### config.mk
export PLATFORM = sky130hd
export DESIGN_NAME = mem_show_ctrl_flat
export DESIGN_NICKNAME = d
export VERILOG_FILES = /design/src/rtl/mem_show_pkg.sv /design/src/rtl/mem_show_if.sv /design/src/rtl/lane_dwell_timer.sv /design/src/rtl/mem_show_ctrl.sv /design/src/flat_wrapper.sv
export SDC_FILE = /design/constraint.sdc
export NUM_CORES = 1
export LEC_CHECK = 0
export ABC_AREA = 1
export CAP_MARGIN = 10
export CORE_MARGIN = 4
export CORE_UTILIZATION = 44
export CTS_BUF_LIST = sky130_fd_sc_hd__clkbuf_8
export CTS_CLUSTER_SIZE = 24
export DETAILED_ROUTE_END_ITERATION = 12
export PLACE_DENSITY = 0.95
export SLEW_MARGIN = 20
export SYNTH_ARGS = -nofsm -noshare
export SYNTH_HDL_FRONTEND = slang
export SYNTH_SLANG_ARGS = --single-unit
### constraint.sdc
create_clock -name clk -period 3.5 [get_ports clk]
set_clock_uncertainty 0.05 [all_clocks]
set_input_delay 0.525 -clock clk [delete_from_list [all_inputs] [get_ports clk]]
set_output_delay 0.525 -clock clk [all_outputs]
set_load 0.02 [all_outputs]
### src/rtl/mem_show_pkg.sv
// Shared types and helpers for the memory show sequencer.
package mem_show_pkg;

  // Sequencer states.
  typedef enum logic [2:0] {
    StIdle,
    StWrite,
    StRdReq,
    StRdWait,
    StShow
  } state_e;

  // Byte lanes per 32-bit word shown on the display.
  localparam int unsigned LANES  = 4;
  localparam int unsigned LANE_W = 2;

  // Fill pattern: word at addr holds seed + addr (wraps mod 2**32).
  function automatic logic [31:0] pat(input logic [31:0] seed, input logic [31:0] addr);
    return seed + addr;
  endfunction

endpackage

### src/rtl/mem_show_if.sv
// RAM bus plus display drive bundled between the sequencer (master) and the
// RAM / LED display side (slave).
interface mem_show_if #(
  parameter int unsigned ADDR_W = 6
);

  logic [ADDR_W-1:0] mem_addr;
  logic [31:0]       mem_din;
  logic              mem_we;
  logic [31:0]       mem_dout;
  logic [31:0]       r_data;
  logic [1:0]        select;
  logic              write_reg;

  modport master (
    output mem_addr,
    output mem_din,
    output mem_we,
    output r_data,
    output select,
    output write_reg,
    input  mem_dout
  );

  modport slave (
    input  mem_addr,
    input  mem_din,
    input  mem_we,
    input  r_data,
    input  select,
    input  write_reg,
    output mem_dout
  );

endinterface

### src/rtl/lane_dwell_timer.sv
// Dwell timer for auto mode: counts while run is high and pulses expire on the
// DWELL-th consecutive cycle. Dropping run, or an expiry, restarts the count,
// so every lane gets a full dwell from the cycle it is first shown.
module lane_dwell_timer #(
  parameter int unsigned DWELL = 50_000_000
) (
  input  logic clk,
  input  logic rst,
  input  logic run,
  output logic expire
);

  localparam int unsigned CntW = (DWELL > 1) ? $clog2(DWELL) : 1;
  localparam logic [CntW-1:0] LastCnt = CntW'(DWELL - 1);

  logic [CntW-1:0] cnt_q;

  // Expiry fires on the last count of the dwell window.
  always_comb begin
    expire = run && (cnt_q == LastCnt);
  end

  // Count up while running; restart on stop or expiry.
  always_ff @(posedge clk) begin
    if (rst || !run || expire) begin
      cnt_q <= '0;
    end else begin
      cnt_q <= cnt_q + 1'b1;
    end
  end

endmodule

### src/rtl/mem_show_ctrl.sv
// Memory show sequencer: fills a single-port RAM with pat(SEED, addr), then
// reads each word back and walks the display through its four byte lanes.
// Optional feature macro: MEM_SHOW_AUTO_EN. When defined, lanes advance on a
// DWELL-cycle timer and step is ignored; otherwise each step pulse advances.
module mem_show_ctrl
  import mem_show_pkg::*;
#(
  parameter int unsigned ADDR_W = 6,
  parameter int unsigned WORDS  = 16,
  parameter logic [31:0] SEED   = 32'h1234_5600,
  parameter int unsigned RD_LAT = 1,
  parameter int unsigned DWELL  = 50_000_000
) (
  input  logic       clk,
  input  logic       rst,
  input  logic       start,
  input  logic       step,
  mem_show_if.master bus,
  output logic       busy,
  output logic       done
);

  // Comparisons against the last index avoid forming WORDS itself, which does
  // not fit in ADDR_W bits when WORDS == 2**ADDR_W.
  localparam logic [ADDR_W-1:0] LastAddr = ADDR_W'(WORDS - 1);
  localparam int unsigned       LatW     = (RD_LAT > 1) ? $clog2(RD_LAT) : 1;
  localparam logic [LatW-1:0]   LastLat  = LatW'(RD_LAT - 1);
  localparam logic [LANE_W-1:0] LastLane = LANE_W'(LANES - 1);

  // An out-of-range build never leaves IDLE rather than misbehaving.
  localparam bit CfgOk = (WORDS >= 1) && (64'(WORDS) <= (64'd1 << ADDR_W)) &&
                         (RD_LAT >= 1) && (DWELL >= 1);

  state_e            state_q, state_d;
  logic [ADDR_W-1:0] addr_q;
  logic [LatW-1:0]   lat_q;
  logic [31:0]       r_data_q;
  logic [LANE_W-1:0] select_q;
  logic              done_q;

  logic start_ok;
  logic advance;
  logic last_addr;
  logic last_lane;
  logic last_lat;

  assign start_ok  = start && CfgOk;
  assign last_addr = (addr_q == LastAddr);
  assign last_lane = (select_q == LastLane);
  assign last_lat  = (lat_q == LastLat);

`ifdef MEM_SHOW_AUTO_EN
  logic dwell_expire;
  logic unused_step;

  assign unused_step = step;

  lane_dwell_timer #(
    .DWELL (DWELL)
  ) u_lane_dwell_timer (
    .clk    (clk),
    .rst    (rst),
    .run    (state_q == StShow),
    .expire (dwell_expire)
  );

  assign advance = dwell_expire;
`else
  assign advance = step;
`endif

  // State register.
  always_ff @(posedge clk) begin
    if (rst) begin
      state_q <= StIdle;
    end else begin
      state_q <= state_d;
    end
  end

  // Next-state decode.
  always_comb begin
    state_d = state_q;
    unique case (state_q)
      StIdle: begin
        if (start_ok) state_d = StWrite;
      end
      StWrite: begin
        if (last_addr) state_d = StRdReq;
      end
      StRdReq: begin
        state_d = StRdWait;
      end
      StRdWait: begin
        if (last_lat) state_d = StShow;
      end
      StShow: begin
        if (advance && last_lane) state_d = last_addr ? StIdle : StRdReq;
      end
      default: state_d = StIdle;
    endcase
  end

  // Address, latency, capture and lane registers; done pulses on the final advance.
  always_ff @(posedge clk) begin
    if (rst) begin
      addr_q   <= '0;
      lat_q    <= '0;
      r_data_q <= '0;
      select_q <= '0;
      done_q   <= 1'b0;
    end else begin
      done_q <= 1'b0;
      unique case (state_q)
        StIdle: begin
          if (start_ok) addr_q <= '0;
        end
        StWrite: begin
          addr_q <= last_addr ? '0 : addr_q + 1'b1;
        end
        StRdReq: begin
          lat_q <= '0;
        end
        StRdWait: begin
          lat_q <= lat_q + 1'b1;
          if (last_lat) begin
            r_data_q <= bus.mem_dout;
            select_q <= '0;
          end
        end
        StShow: begin
          if (advance) begin
            if (!last_lane) begin
              select_q <= select_q + 1'b1;
            end else if (!last_addr) begin
              addr_q <= addr_q + 1'b1;
            end else begin
              done_q <= 1'b1;
            end
          end
        end
        default: ;
      endcase
    end
  end

  // Outputs decoded from the current state; display values come from registers.
  always_comb begin
    bus.mem_we    = (state_q == StWrite);
    bus.write_reg = (state_q == StWrite);
    bus.mem_addr  = (state_q == StIdle) ? '0 : addr_q;
    bus.mem_din   = (state_q == StWrite) ? pat(SEED, 32'(addr_q)) : '0;
    bus.r_data    = r_data_q;
    bus.select    = select_q;
    busy          = (state_q != StIdle);
    done          = done_q;
  end

endmodule

### src/flat_wrapper.sv
// flat-port wrapper written by rule: the top's interface ports become plain ports
module mem_show_ctrl_flat import mem_show_pkg::*;
#(
  parameter int unsigned ADDR_W = 6,
  parameter int unsigned WORDS  = 16,
  parameter logic [31:0] SEED   = 32'h1234_5600,
  parameter int unsigned RD_LAT = 1,
  parameter int unsigned DWELL  = 50_000_000
)
  (clk, rst, start, step, busy, done, bus_mem_addr, bus_mem_din, bus_mem_we, bus_r_data, bus_select, bus_write_reg, bus_mem_dout);
  mem_show_if #(.ADDR_W(ADDR_W)) bus_i ();
  input  logic clk;
  input  logic rst;
  input  logic start;
  input  logic step;
  output logic busy;
  output logic done;
  output wire logic [$bits(bus_i.mem_addr)-1:0] bus_mem_addr;
  output wire logic [$bits(bus_i.mem_din)-1:0] bus_mem_din;
  output wire logic [$bits(bus_i.mem_we)-1:0] bus_mem_we;
  output wire logic [$bits(bus_i.r_data)-1:0] bus_r_data;
  output wire logic [$bits(bus_i.select)-1:0] bus_select;
  output wire logic [$bits(bus_i.write_reg)-1:0] bus_write_reg;
  input wire logic [$bits(bus_i.mem_dout)-1:0] bus_mem_dout;
  assign bus_mem_addr = bus_i.mem_addr;
  assign bus_mem_din = bus_i.mem_din;
  assign bus_mem_we = bus_i.mem_we;
  assign bus_r_data = bus_i.r_data;
  assign bus_select = bus_i.select;
  assign bus_write_reg = bus_i.write_reg;
  assign bus_i.mem_dout = bus_mem_dout;
  mem_show_ctrl #(.ADDR_W(ADDR_W), .WORDS(WORDS), .SEED(SEED), .RD_LAT(RD_LAT), .DWELL(DWELL)) u_core (.clk(clk), .rst(rst), .start(start), .step(step), .bus(bus_i), .busy(busy), .done(done));
endmodule
==> results of run 1 <==
==> power groups by stage <==
stage	Sequential (mW)	Clock [mW]	Combinational (mW)
after floorplan	0.662	0	0.545
after global placement	0.631	0	0.808
after detailed placement	0.635	0	0.832
after CTS	0.624	0.321	0.835
after global routing	0.635	0.345	0.899
final	0.625	0.316	0.831
==> layer usage <==
layer,vias up,track usage (%),part of all wire (%)
met2,101,29.6,47
met1,981,20.0,40
met3,10,8.70,12
li1,1082,-,-
met5,-,0,0
met4,0,6.05,1.8
==> layout by cell type, fill, tap and decap left out, types with 6 or more instances in the layout <==
cell             synthesis  layout
inv_1                   17      18
nand3_1                 13      13
a21oi_1                 10      10
clkdlybuf4s50_1          0      94
dfxtp_1                 45      45
clkbuf_8                 0       6
nand2_1                 33      33
conb_1                   1      17
nor2_1                  93      93
o21ai_0                 33      33
==> worst reg2reg max path, delay by kind of cell, from the launching register on <==
family | cells | cell delay (ns)
flip-flops | 1 | 0.49
AND/OR/NAND/NOR | 8 | 1.26
==> registers in the layout (all words and copies together), names as in the netlist <==
name and cells:
u_core.bus.r_data 32, u_core.addr_q 6, u_core.state_q 3, u_core.bus.select 2, u_core.done 1, u_core.lat_q 1
==> logic make-up after synthesis <==
| group | after synthesis | synth area share (%) |
|---|---|---|
| buffers and inverters | 60 | 15.7 |
| DFF | 45 | 42.0 |
| and+or+nand+nor | 152 | 29.6 |
| AOI/OAI and AO/OA | 47 | 11.0 |
| xor gates and xnor gates | 1 | 0.408 |
| adders and majority gates | 2 | 1.17 |
| other | 1 | 0.175 |
==> final cells by class <==
type | count | area share (%)
Multi-Input combinational cell | 219 | 31.6
Tap cell | 67 | 2.73
Clock buffer | 6 | 2.69
Timing Repair Buffer | 95 | 30.9
Inverter | 21 | 2.57
Sequential cell | 45 | 29.4
Clock inverter | 1 | 0.122
==> per-stage QoR <==
stage	total power [mW]	utilization [%]	hold WS, ns	setup slack, ns	area [um^2]
after floorplan	1.21	-	0.420	1.50	2200
after global routing	1.88	64.9	0.457	0.575	3070
after CTS	1.78	64.9	0.444	0.738	3070
after detailed placement	1.47	63.1	0.423	1.06	2980
final	1.77	64.9	0.440	0.785	3070
after global placement	1.44	63.1	0.412	1.17	2980
==> worst min path at each step <==
stage | start | to | depth (start not counted)
5_1_grt | u_core.bus.select[0] | u_core.bus.select[0] | 1
2_1_floorplan | u_core.addr_q[4] | u_core.addr_q[4] | 2
3_5_place_dp | u_core.bus.select[0] | u_core.bus.select[0] | 1
3_3_place_gp | u_core.bus.select[0] | u_core.bus.select[0] | 1
6_report | u_core.bus.select[0] | u_core.bus.select[0] | 1
4_1_cts | u_core.bus.select[0] | u_core.bus.select[0] | 1
==> metrics.txt, run 1 <==
run status complete, no violations; CP bufs+invs 1; per-cell routed wire length 12.4 um; Worst Setup SP u_core.state_q[0]; library cells used by synthesis 21; Non-Filler Instances 454; fillers 390; Final setup viols 0; initial antenna violation count 0; Fin Setup TNS 0 ns; share of layout cells above drive strength 1 4.91%; Initial DRC Count 156; Die X 77.8 um; final hold vios 0; Peak VDD IR 0.309 mV; drt via density 4.79; area grow syn2layout 42.9%; Die H 77.8 um; DR pass1 iterations 4; antenna-violating nets left 0; Multi-input gate area 967 um^2; worst skew pair latency 0.29 ns; io pins 112; main area contributors after synthesis dfxtp_1 42%, nor2_1 16%, buf_4 9.5%; worst-path fanout max 13; first-pass GRT wire length 8.87 mm; Crit. End Element output pin; worst setup path class reg2out; slowest CP cell clkdlybuf4s50_1; largest area contributor in the netlist dfxtp_1; Synth Warn # 0; RSZ-0062 raised after global routing no; CTS H-tree depth 2; syn avg cell area 6.96 um^2; Clock Sinks 45; Worst Tran Pin Value 0.805 ns; via count 2174; # nets final 425; Setup crit end bus_mem_din[14]; Register-to-Register Path Depth 8; Hold Path Class reg2reg; Post-DP HPWL 4.18 mm; total gr overflow 0; TritonCTS clock tree yes; PD cells 578 nW/um^2; post_cts resized 0; largest net degree at the start of global routing 37; Placed Instances 447; Synth Register Bits 45; top-area cell type share of the netlist area 42.0%; Root Driver clkbuf_8; fmax 368 MHz; core box area 4720 um^2; Critical R2R Launch u_core.state_q[0]; initial core utilization 45.4%; critical path, cell by cell nand2_1 -> nor2_1 -> clkdlybuf4s50_1; Die Area 6060 um^2; Setup crit start kind flip-flop; delay-heaviest family, CP buffers and inverters; Inserted Diodes 0; Final Critical Period 2.71 ns; leakage 1.30 nW; number of buffers created by CTS 5; Residual DRC 0; site row count 25; Internal 1.07 mW; vias in the first global route 1977; Worst Path Arrival 2.14 ns; Mapped Area 2140 um^2; port bufs 94; top cells by count, synth 93 x nor2_1, 45 x dfxtp_1, 33 x nand2_1, 33 x o21ai_0, 27 x buf_4; reg2reg end u_core.addr_q[3]; maxcap violations 0; switch share 39.7%; Total Wirelength 5.65 mm; async set or reset register ratio after synthesis 0%; r2r setup slk 1.64 ns; Reg power frac 35.3%; Hold-fix buffers, CTS 0; combinational share of power 46.9%; Worst path max stage delay 0.74 ns; clk buf depth 2; Crit path required time 2.92 ns; max_slew headroom 46.3%; total track usage 17.9%; Worst path depth 3; fin crit share 77.6%; register area share after synthesis 42.0%; Slew Viols, Final 0; Main synth FF type dfxtp_1; Gate Count Post-Synth 308; Reg area 901 um^2; Post-synth EDFFs 0; Clock power frac 17.8%; Worst-path clk slew 0.08 ns; setup bufs post-CTS 0; RePlAce Congestion 0.877; Net Sw Power 703 uW; cell with the most instances after synthesis nor2_1
Power figures use the tool's default switching activity.
==> run 2, diff against run 1 <==
--- a/config.mk
+++ b/config.mk
@@ -8,11 +8,11 @@
 export ABC_AREA = 1
 export CAP_MARGIN = 10
 export CORE_MARGIN = 4
-export CORE_UTILIZATION = 44
+export CORE_UTILIZATION = 37
 export CTS_BUF_LIST = sky130_fd_sc_hd__clkbuf_8
 export CTS_CLUSTER_SIZE = 24
 export DETAILED_ROUTE_END_ITERATION = 12
-export PLACE_DENSITY = 0.95
+export PLACE_DENSITY = 0.88
 export SLEW_MARGIN = 20
 export SYNTH_ARGS = -nofsm -noshare
 export SYNTH_HDL_FRONTEND = slang
==> constraint.sdc (replaced) <==
create_clock -name clk -period 2.2 [get_ports clk]
set_clock_uncertainty 0.05 [all_clocks]
set_input_delay 0.33 -clock clk [delete_from_list [all_inputs] [get_ports clk]]
set_output_delay 0.33 -clock clk [all_outputs]
set_load 0.02 [all_outputs]
==> run 2 against run 1 <==
Compared with the run above:
- power grew 67%
- register-to-register slack lost 1.0 ns
- count of clock-buffer cells in the layout shrank 1
- wire length grew 2.5%
- first-iteration DRC count shrank 19%
- critical path depth grew 2
==> metrics.txt, run 2 (synthesis results as in run 1) <==
run status complete, no violations; Die H 84.1 um; most frequent cells in the layout 93 x nor2_1, 72 x clkdlybuf4s50_1, 43 x dfxtp_1; slowest CP cell clkdlybuf4s50_1; worst setup path class reg2out; Final Critical Period 2.09 ns; Worst path depth 5; max FFs per register 32; Worst-path clk slew 0.09 ns; per-cell routed wire length 12.5 um; io pins 112; CTS H-tree depth 2; clk buf depth 2; Hold Path Class reg2reg; number of buffers created by CTS 5; Residual DRC 0; RePlAce Congestion 0.866; area grow syn2layout 48.0%; TritonCTS clock tree yes; setup bufs post-CTS 0; PD cells 934 nW/um^2; port bufs 94; worst hold margin 0.446 ns; drt via density 4.63; Initial DRC Count 127; initial antenna violation count 0; final core occ 56.9%; via count 2154; Inserted Diodes 0; largest net degree at the start of global routing 37; maxcap violations 0; Crit. End Element output pin; CP bufs+invs 2; Hold-fix buffers, CTS 0; Critical R2R Launch u_core.addr_q[1]; Slew Viols, Final 0; commonest non-fill, non-tap cell in the layout nor2_1; initial core utilization 38.5%; site row count 27; share of layout cells above drive strength 1 7.12%; total track usage 15.7%; DR pass1 iterations 4; total gr overflow 0; Register-to-Register Path Depth 7; Die X 84.1 um; core box area 5570 um^2; leakage 1.62 nW; Die Area 7080 um^2; final hold vios 0; delay-heaviest family, CP buffers and inverters; Crit path top cell by count nor2_1; fmax 479 MHz; fin crit share 94.9%; r2r setup slk 0.62 ns; hold path depth 1; RSZ-0062 raised after global routing no; Setup crit end bus_mem_addr[2]; Root Driver clkbuf_8; Total Wirelength 5.79 mm; Worst Setup SP u_core.state_q[0]; critical path, cell by cell inv_1 -> nand2_2 -> nor2_1 -> nor2_1 -> clkdlybuf4s50_1; Clock Sinks 45; max_slew headroom 59.2%; worst skew pair latency 0.30 ns; worst-path fanout max 9; Final setup viols 0; Worst Path Arrival 1.71 ns; Peak VDD IR 0.496 mV; Worst Tran Pin Value 0.610 ns; vias in the first global route 2022; Setup crit start kind flip-flop; antenna-violating nets left 0; first-pass GRT wire length 9.29 mm; # nets final 430; Post-DP HPWL 4.24 mm; Worst path max stage delay 0.62 ns; reg2reg end u_core.state_q[0]; Crit path required time 1.82 ns; Fin Setup TNS 0 ns
[run 2: cell types whose count changed in the layout (fill, tap and decap cells not counted), moves of 2 or more]
| cell | change |
|---|---|
| buf_4 | +5 |
| dfxtp_2 | +2 |
| dlymetal6s2s_1 | +16 |
| dlygate4sd2_1 | +6 |
| dfxtp_1 | -2 |
| clkdlybuf4s50_1 | -22 |
[run 2: worst reg2reg max path, stage by stage, from the launching register on]
cell	delay, ns
dfxtp_1	0.38
ha_1	0.26
nand3_1	0.12
nor2_1	0.17
nor2_1	0.07
nor2_1	0.21
nand3_1	0.12
a21oi_1	0.15
[run 2: worst min-delay path by stage]
stage                                  to                 start  slack, ns
global route             u_core.addr_q[4]      u_core.addr_q[4]       0.49
detailed placement   u_core.bus.select[0]  u_core.bus.select[0]       0.43
global placement     u_core.bus.select[0]  u_core.bus.select[0]       0.42
floorplan           u_core.bus.r_data[10]      bus_mem_dout[10]       0.41
finish               u_core.bus.select[0]  u_core.bus.select[0]       0.45
CTS                  u_core.bus.select[0]  u_core.bus.select[0]       0.45
[run 2: where the power goes]
| part | internal (mW) | switching, mW | total [mW] |
|---|---|---|---|
| combinational | 0.550 | 0.768 | 1.32 |
| sequential | 0.915 | 0.0860 | 1.00 |
| clock | 0.340 | 0.305 | 0.645 |
[run 2: layout make-up]
class	count	area, um^2
clock inverters	3	46.3
fillers	528	2400
repair buffers	100	1020
clock buffers	5	68.8
multi-input cells	219	967
inverters	21	78.8
well taps	72	90.1
flip-flops and latches	45	903
[run 2: what timing repair did]
item	4_1_cts	5_1_grt
gates cloned	0	0
setup endpoints to repair	8	16
gates resized for setup	8	16
[run 2: per-layer routing]
layer | global-route usage [%] | part of all wire (%) | wire (um)
met4 | 4.97 | 2.0 | 115
met3 | 5.59 | 10 | 579
met5 | 0 | 0 | 0
met2 | 25.8 | 47 | 2730
met1 | 19.2 | 41 | 2370
[run 2: stage by stage]
stage	cells	cell area [um^2]	setup WS, ns	total power, mW
6_report	465	3170	0.113	2.96
5_1_grt	465	3170	0.0398	3.14
4_1_cts	465	3130	0.0275	3.00
3_5_place_dp	457	3020	0.206	2.36
3_3_place_gp	457	3020	0.290	2.33
2_1_floorplan	324	2200	0.390	1.92
==> run 3, diff against run 2 <==
--- a/config.mk
+++ b/config.mk
@@ -8,11 +8,12 @@
 export ABC_AREA = 1
 export CAP_MARGIN = 10
 export CORE_MARGIN = 4
-export CORE_UTILIZATION = 37
+export CORE_UTILIZATION = 41
 export CTS_BUF_LIST = sky130_fd_sc_hd__clkbuf_8
 export CTS_CLUSTER_SIZE = 24
 export DETAILED_ROUTE_END_ITERATION = 12
-export PLACE_DENSITY = 0.88
+export PLACE_DENSITY = 0.92
+export REMOVE_ABC_BUFFERS = 1
 export SLEW_MARGIN = 20
 export SYNTH_ARGS = -nofsm -noshare
 export SYNTH_HDL_FRONTEND = slang
==> constraint.sdc (replaced) <==
create_clock -name clk -period 2.25 [get_ports clk]
set_clock_uncertainty 0.05 [all_clocks]
set_input_delay 0.3375 -clock clk [delete_from_list [all_inputs] [get_ports clk]]
set_output_delay 0.3375 -clock clk [all_outputs]
set_load 0.02 [all_outputs]
==> run 3 against run 2 <==
Compared with the run above:
- final area fell by 0.99%
- highest routed layer unchanged
- critical path type unchanged
- wire length decreased by 5.6%
- count of clock-buffer cells in the layout grew 1
- first-iteration DRC count fell by 46%
==> metrics.txt, run 3 (synthesis results as in run 1) <==
worst hold margin 0.436 ns; Die H 80.3 um; Final Critical Period 2.15 ns; initial antenna violation count 0; run status complete, no violations; per-cell routed wire length 11.9 um; Setup crit end bus_mem_din[2]; total track usage 17.0%; leakage 1.43 nW; DR pass1 iterations 4; Hold Path Class reg2reg; Setup crit start kind flip-flop; Crit. End Element output pin; Worst Tran Pin Value 0.594 ns; site row count 26; setup bufs post-CTS 0; Residual DRC 0; RSZ-0062 raised after global routing no; port bufs 94; Clock Sinks 45; antenna-violating nets left 0; Worst Path Arrival 1.76 ns; Die Area 6450 um^2; # nets final 428; io pins 112; Register-to-Register Path Depth 6; Hold-fix buffers, CTS 0; Root Driver clkbuf_8; max_slew headroom 60.3%; maxcap violations 0; PD cells 914 nW/um^2; area grow syn2layout 46.5%; Slew Viols, Final 0; largest net degree at the start of global routing 37; most frequent cells in the layout 92 x nor2_1, 88 x clkdlybuf4s50_1, 43 x dfxtp_1; RePlAce Congestion 0.868; share of layout cells above drive strength 1 6.65%; worst skew pair latency 0.29 ns; TritonCTS clock tree yes; number of buffers created by CTS 5; vias in the first global route 2037; fillers 450; Crit path required time 1.86 ns; Initial DRC Count 68; Worst Setup SP u_core.state_q[2]; Total Wirelength 5.47 mm; Die X 80.3 um; worst setup path class reg2out; total gr overflow 0; fin crit share 95.4%; drt via density 4.59; max FFs per register 32; Critical R2R Launch u_core.state_q[2]; CTS H-tree depth 2; Worst-path clk slew 0.07 ns; final core occ 61.9%; Peak VDD IR 0.448 mV; fmax 466 MHz; worst-path fanout max 9; initial core utilization 42.3%; Inserted Diodes 0; Fin Setup TNS 0 ns; reg2reg end u_core.bus.select[1]; first-pass GRT wire length 8.78 mm; Post-DP HPWL 4.09 mm; clk buf depth 2; final hold vios 0; r2r setup slk 0.65 ns; Final setup viols 0; commonest non-fill, non-tap cell in the layout nor2_1; core box area 5070 um^2; via count 2118
run 3: changes by cell type in the layout (fill, tap and decap cells not counted):
cell,delta
buf_4,-2
clkdlybuf4s50_1,+16
dlygate4sd2_1,-6
nor2_1,-1
inv_1,+1
clkinv_4,-1
dlymetal6s2s_1,-10
clkbuf_8,+1
clkinvlp_4,-1
nor2_2,+1
run 3: layer usage:
layer  global-route usage [%]  share of wire, %  up-vias
met1                     19.2                44      932
met3                     6.95                11        2
li1                         -                 -     1089
met5                        0                 0        -
met2                     29.2                45       95
met4                     5.07              0.53        0
run 3: power breakdown:
part / switching [mW] / internal (mW) / total (mW) / leakage, nW
registers: 0.0832 / 0.895 / 0.978 / 0.364
clock network: 0.261 / 0.358 / 0.619 / 0.0626
logic: 0.733 / 0.541 / 1.27 / 0.999
run 3: worst max-delay path, cell delays in order, from the launching register on:
cell             delay, ns
dfxtp_1               0.38
inv_2                 0.15
nand3_2               0.19
nor2_1                0.14
clkdlybuf4s50_1       0.62
run 3: cell type report:
cell class	instances	area [um^2]	area share, %
timing repair buffer	98	986	31.4
multi-input combinational	219	970	30.9
sequential	45	903	28.8
tap	70	87.6	2.79
clock buffer	6	82.6	2.63
inverter	21	78.8	2.51
clock inverter	2	33.8	1.08
run 3: worst min path at each step:
stage,depth (start not counted),end,slack [ns],start
floorplan,1,u_core.addr_q[2],0.36,rst
global placement,1,u_core.bus.select[0],0.41,u_core.bus.select[0]
detailed placement,1,u_core.bus.select[0],0.43,u_core.bus.select[0]
CTS,1,u_core.bus.select[0],0.44,u_core.bus.select[0]
global route,1,u_core.bus.select[0],0.47,u_core.bus.select[0]
finish,1,u_core.bus.select[0],0.44,u_core.bus.select[0]
run 3: timing repair:
item	in CTS	in global routing
hold endpoints to repair	0	0
endpoints found under the setup margin	0	13
gates resized for setup	0	9
run 3: stage by stage:
stage                     std cells  worst slack [ns]  power [mW]  instance area (um^2)
after floorplan                 285             -1.75        1.67                  1950
after global placement          453             0.401        2.24                  3010
after detailed placement        453             0.335        2.28                  3010
after CTS                       461            0.0134        2.91                  3120
after global routing            461         0.0000349        3.06                  3140
final                           461             0.103        2.87                  3140
